`config.mk`:
```
export PLATFORM = sky130hd
export DESIGN_NAME = rob_wb_arbiter
export DESIGN_NICKNAME = d
export VERILOG_FILES = /design/src/rtl/rob_wb_arbiter.sv
export SDC_FILE = /design/constraint.sdc
export NUM_CORES = 1
export LEC_CHECK = 0
export CORE_MARGIN = 1.5
export CORE_UTILIZATION = 46
export DETAILED_ROUTE_END_ITERATION = 8
export GPL_TIMING_DRIVEN = 0
export PLACE_DENSITY = 0.85
export SETUP_SLACK_MARGIN = 0.3
export SYNTH_ARGS = -nofsm -noshare
export SYNTH_HDL_FRONTEND = slang
export SYNTH_SLANG_ARGS = --single-unit
```
`constraint.sdc`:
```
create_clock -name clk -period 10 [get_ports clk]
set_clock_uncertainty 0.05 [all_clocks]
set_input_delay 1 -clock clk [delete_from_list [all_inputs] [get_ports clk]]
set_output_delay 1 -clock clk [all_outputs]
set_load 0.05 [all_outputs]
```
`src/rtl/rob_wb_arbiter.sv`:
```
// rob_wb_arbiter: shares the single rob result-write port among NREQ execution
// units. Each unit owns a one-entry holding buffer (valid/ready handshake); a
// round-robin arbiter forwards one full buffer per cycle into a registered
// rob_* bundle.
// Optional feature macro: WB_ARB_BRANCH_PRIO_EN -- when defined, full buffers
// holding a branch (flags[0]=1) win over non-branch buffers; round-robin order
// still applies within each class.
module rob_wb_arbiter #(
    parameter int NREQ = 3,
    parameter int IDW  = 4
) (
    input  logic              clk,
    input  logic              rst,
    input  logic              flush,
    input  logic [NREQ-1:0]   req_valid,
    output logic [NREQ-1:0]   req_ready,
    input  logic [NREQ*IDW-1:0] req_robid,
    input  logic [NREQ*8-1:0] req_flags,
    input  logic [NREQ*8-1:0] req_wbs,
    input  logic [NREQ*8-1:0] req_value,
    output logic              rob_transmit,
    output logic [IDW-1:0]    rob_robid,
    output logic [7:0]        rob_flags,
    output logic [7:0]        rob_wbs,
    output logic [7:0]        rob_value,
    output logic [2:0]        grant_id
);

    logic [NREQ-1:0] full;
    logic [NREQ-1:0] grant;
    logic [2:0]      last;
    logic            found;

    logic [IDW-1:0]  buf_robid [NREQ];
    logic [7:0]      buf_flags [NREQ];
    logic [7:0]      buf_wbs   [NREQ];
    logic [7:0]      buf_value [NREQ];

    // Round-robin search starting at last+1; pick at most one full buffer, none during flush.
    always_comb begin
        grant     = '0;
        found     = 1'b0;
        req_ready = '0;
`ifdef WB_ARB_BRANCH_PRIO_EN
        for (int unsigned k = 1; k <= NREQ; k++) begin
            for (int unsigned j = 0; j < NREQ; j++) begin
                if (!flush && !found && full[j] && buf_flags[j][0] &&
                    (j == (32'(last) + k) % NREQ)) begin
                    grant[j] = 1'b1;
                    found    = 1'b1;
                end
            end
        end
`endif
        for (int unsigned k = 1; k <= NREQ; k++) begin
            for (int unsigned j = 0; j < NREQ; j++) begin
                if (!flush && !found && full[j] &&
                    (j == (32'(last) + k) % NREQ)) begin
                    grant[j] = 1'b1;
                    found    = 1'b1;
                end
            end
        end
        for (int unsigned j = 0; j < NREQ; j++) begin
            req_ready[j] = !flush && (!full[j] || grant[j]);
        end
    end

    // Holding buffers, rob output register and round-robin pointer.
    always_ff @(posedge clk) begin
        if (rst) begin
            full         <= '0;
            last         <= 3'(NREQ - 1);
            rob_transmit <= 1'b0;
            rob_robid    <= '0;
            rob_flags    <= '0;
            rob_wbs      <= '0;
            rob_value    <= '0;
            grant_id     <= '0;
        end else if (flush) begin
            full         <= '0;
            rob_transmit <= 1'b0;
        end else begin
            for (int unsigned j = 0; j < NREQ; j++) begin
                // A granted buffer empties this edge, but a new capture refills it.
                if (req_valid[j] && req_ready[j]) begin
                    full[j]      <= 1'b1;
                    buf_robid[j] <= req_robid[j*IDW +: IDW];
                    buf_flags[j] <= req_flags[j*8 +: 8];
                    buf_wbs[j]   <= req_wbs[j*8 +: 8];
                    buf_value[j] <= req_value[j*8 +: 8];
                end else if (grant[j]) begin
                    full[j] <= 1'b0;
                end
                if (grant[j]) begin
                    rob_robid <= buf_robid[j];
                    rob_flags <= buf_flags[j];
                    rob_wbs   <= buf_wbs[j];
                    rob_value <= buf_value[j];
                    grant_id  <= 3'(j);
                    last      <= 3'(j);
                end
            end
            rob_transmit <= found;
        end
    end

endmodule

```
# After elaboration in Yosys (flattened, before gate mapping)
# Memories as Yosys holds them, arrays and structs flattened.
# Cells that the tools add are included.
# W data, S select, Z words.
# totals
ff_bits	38
ram_bits	84
inputBits	90
output_inout_bits	35
wordCells	133
memories	4
# memory_table
memory	words	word_bits	read_ports	rd_ports_with_merged_regs	wr	line	rtl
buf_flags	3	8	3	0	3	35	logic [7:0] buf_flags [NREQ];
buf_value	3	8	3	0	3	37	logic [7:0] buf_value [NREQ];
buf_wbs	3	8	3	0	3	36	logic [7:0] buf_wbs [NREQ];
buf_robid	3	4	3	0	3	34	logic [IDW-1:0] buf_robid [NREQ];
# classes
add_sub_neg	3
div_mod_pow	3
eq_ne	6
n_mux	50
bitwise_logic	1
reduce_logical	56
# op_table
operator	n
$eq A1 B32 Y1 const A	3
$eq A2 B32 Y1 const A	3
$logic_not A32 Y1	3
$mod A32 B2 Y32 const B	3
$mux W8	9
$mux W1	35
$logic_and A1 B1 Y1	32
$logic_not A1 Y1	12
$mux W4	3
$mux W3	3
$add A3 B2 Y4 const B	2
$reduce_bool A2 Y1	3
$add A3 B1 Y4 const B	1
$logic_or A1 B1 Y1	3
$reduce_bool A3 Y1	1
$reduce_and A2 Y1	1
$reduce_or A2 Y1	1
$not A1 Y1	1

# Depth between registers and ports, before layout
# depth
ltp_word	52
depth_mapped	9
mapped_depth_nobuf	7

# Worst setup path after synthesis
# OpenSTA, ideal clock, no wires.
# synth_timing
path_kind	input port to flip-flop
from	in flush
to	mem buf_flags[1][2] (netlist: buf_flags[0][10]) (enable)
setup_time_ps	422
arrival_time_ps	3052
t_required_ps	9528
slack_ps	6476
cell_stages	4
path_buffers	1
path_cell_list	buf_2 > inv_1 > nand4_1 > a21oi_1
# synth_lines
element	line	rtl
start: declaration	14	input logic flush,
end: declaration	35	

==> results.json <==
{
  "critPathLaunch": "grant_id[0]",
  "setup_viol": 0,
  "die_h_um": 98.96,
  "fin_crit_ns": 4.205,
  "grt_pass1_vias": 2928,
  "grt-ovfl-total": 0,
  "hold_ws_ns": 0.4183,
  "drv_slew": 0,
  "die_x_um": 98.96,
  "fin_util": 0.7060,
  "cts_root_buf": "clkbuf_8",
  "start_util": 0.4810,
  "path_delay_family": "buffers and inverters",
  "leakage_nw": 2.302,
  "layout_setup_ws_ns": 5.795,
  "slowest_delay_ns": 0.83,
  "io-pin-count": 125,
  "power.total_mw": 1.230,
  "antenna_found_initial": 0,
  "insertion_delay_ns": 0.50,
  "post-route-period-util": 0.4205,
  "dr.pass1.iters": 6,
  "synthMuxAreaShare": 0.06617,
  "synth-seq-cells": 119,
  "synth-edff-count": 84,
  "status": "finished with violations",
  "wl_um": 9269,
  "grt_usage": 0.1996,
  "tns_ns": 0,
  "cp-end-kind": "primary output",
  "fp.dieArea_mm2": 0.009792,
  "netlist_instances": 264,
  "crit_required_ns": 8.95,
  "yosys.area_share.simple": 0.03131,
  "netlist.top_cell.by_area": "edfxtp_1",
  "hp-class": "flip-flop to flip-flop",
  "drtAntennaViolNets": 0,
  "yosysSeqAreaShare": 0.7610,
  "clock-sinks": 119,
  "slew_headroom": 0.4952,
  "critPathLaunchType": "flip-flop",
  "finalHoldViolCount": 0,
  "ctsResizeCount": 0,
  "wl_per_cell_um": 17.59,
  "crit_cells": 7,
  "syn_nets": 356,
  "placed_cell_area_mm2": 0.005659,
  "post-cts-setup-buffers": 0,
  "grt_max_degree": 29,
  "htreeDepth": 4,
  "synth_common_cells": "84 x edfxtp_1, 35 x dfxtp_1, 28 x a22oi_1, 28 x mux2i_1, 26 x o21ai_1",
  "max_slew.worst_pin.slew_ns": 0.7572,
  "placed_cells": 495,
  "stdcell_count": 527,
  "cp.buffers_inverters": 3,
  "synthAdderAreaFrac": 0.005908,
  "drive_above_1_share": 0.1193,
  "area_delta_synth_final_pct": 46.79,
  "ff2ff_setup_slack_ns": 7.37,
  "pre_cts_slack_ns": 6.145,
  "port_buffers": 121,
  "max_freq_mhz": 237.8,
  "synth_area_leaders": "edfxtp_1 60%, dfxtp_1 17%, mux2i_1 6.6%",
  "synth_top_family_by_area": "compound AO/OA/AOI/OAI gates",
  "rsz0062_at_grt": "false",
  "crit_slowest_cell": "clkdlybuf4s50_1",
  "ys.flop_type": "edfxtp_1",
  "reg2reg_depth": 7,
  "netlist.area_leader.share": 0.5956,
  "cp.arrival_ns": 3.15,
  "synth_xor_area_frac": 0,
  "cts_buffers": 17,
  "cts_hold_buffers": 0,
  "grt_pass1_wl_um": 14480,
  "via_per_inst": 5.209,
  "vias": 2745,
  "drc": 6,
  "crit_top_cell": "inv_1",
  "num_rows": 34,
  "clock_path_buffers": 2,
  "cellPowerDensity_mw_per_mm2": 197.9,
  "syn_area_per_cell_um2": 16.04,
  "syn-cell-area_mm2": 0.004235,
  "yosysMostFrequentCell": "edfxtp_1",
  "synth-async-reset-ratio": 0,
  "worstPathMaxFanout": 8,
  "post-route-cell-area_mm2": 0.006217,
  "cp_cell_sequence": "inv_1 -> ha_1 -> inv_1 -> o21ai_0 -> nand4_1 -> a21oi_1 -> clkdlybuf4s50_1",
  "crit_end": "req_ready[1]",
  "synthDistinctLibCells": 30,
  "dp_hpwl_um": 6202,
  "fp.coreArea_mm2": 0.008806,
  "violations": "design-rule violations",
  "synth_compound_area_frac": 0.1108,
  "first_iter_violations": 94,
  "cap_violations": 0,
  "ir_drop_v": 0.0001123,
  "worstSetupPathType": "flip-flop to primary output",
  "path_clk_slew_ns": 0.06,
  "worstReg2RegEnd": "buf_value[0][4]",
  "antenna_cells": 0,
  "r2r_start": "grant_id[0]",
  "synth-warning-count": 0,
  "cts_tree": "built",
  "gp_congestion": 0.7233,
  "final_nets": 498
}
==> tightest hold or removal path: stages, from the launching register on <==
cell,delay (ns)
edfxtp_1,0.32
a22oi_1,0.06
o21ai_1,0.06
==> sequential cells by signal (all words and copies together) (netlist names) <==
| name | count |
|---|---|
| buf_flags | 24 |
| buf_robid | 12 |
| buf_value | 24 |
| buf_wbs | 24 |
| full | 3 |
| grant_id | 2 |
| last | 1 |
| rob_flags | 8 |
| rob_robid | 4 |
| rob_transmit | 1 |
| rob_value | 8 |
| rob_wbs | 8 |
==> layout make-up <==
class	instances	area (um^2)
sequential	119	3223
fill	579	2589
timing repair buffer	123	1266
multi-input combinational	125	934.6
clock buffer	20	425.4
tap	108	135.1
clock inverter	12	131.4
buffer	15	82.58
inverter	5	18.77
==> logic make-up (layout without fill, tap and decap cells) <==
family,count (synthesis),in the layout
buf+inv,20,175
simple gates,20,20
compound gates,74,74
flops,119,119
fa+ha+maj,2,2
other cells,1,1
mux,28,28
==> layout by cell type (no fill, tap or decap) <==
cell	count
and3_2	1
nand4_1	1
buf_4	5
clkbuf_8	1
nand2_1	3
o21ba_2	1
buf_16	2
nor3_4	1
o21ba_1	1
nand2b_1	1
clkinvlp_4	4
o21ai_1	26
a21boi_0	1
dfxtp_1	35
a21oi_1	8
a21oi_4	2
a22oi_1	28
mux2i_1	28
conb_1	1
clkbuf_1	7
o21ai_0	4
clkinv_4	3
edfxtp_1	84
buf_2	6
clkbuf_16	16
bufinv_16	2
nor3_1	3
clkinv_2	3
nand3b_4	1
a31oi_1	1
o211ai_2	2
and4_1	1
nor2b_1	2
clkdlybuf4s50_1	121
nand3b_1	1
ha_1	2
nor2_1	2
inv_1	5
nand3_1	3
==> report_power, final <==
part | leakage (nW) | internal [mW] | switching [mW] | total, mW
Sequential | 1.05 | 0.547 | 0.00751 | 0.555
Clock | 0.261 | 0.353 | 0.205 | 0.559
Combinational | 0.986 | 0.0564 | 0.0601 | 0.117
Total | 2.30 | 0.957 | 0.273 | 1.23
==> how the worst min path moves through the flow <==
stage,end,cells past startpoint,startpoint,slack [ns]
2_1_floorplan,rob_value[5],2,buf_value[0][13],0.39
3_3_place_gp,rob_value[5],2,buf_value[0][13],0.40
3_5_place_dp,rob_flags[1],2,buf_flags[0][9],0.41
4_1_cts,rob_value[1],2,buf_value[0][9],0.42
5_1_grt,rob_value[4],2,buf_value[0][12],0.45
6_report,rob_value[1],2,buf_value[0][9],0.42
==> layer usage <==
layer / vias to the layer above / global-route usage / share of wire
met1: 1324 / 0.2186 / 0.38
met2: 101 / 0.3554 / 0.53
met3: 13 / 0.06809 / 0.067
li1: 1307 / - / -
met5: - / 0 / 0
met4: 0 / 0.07912 / 0.014
Power figures use the tool's default switching activity.
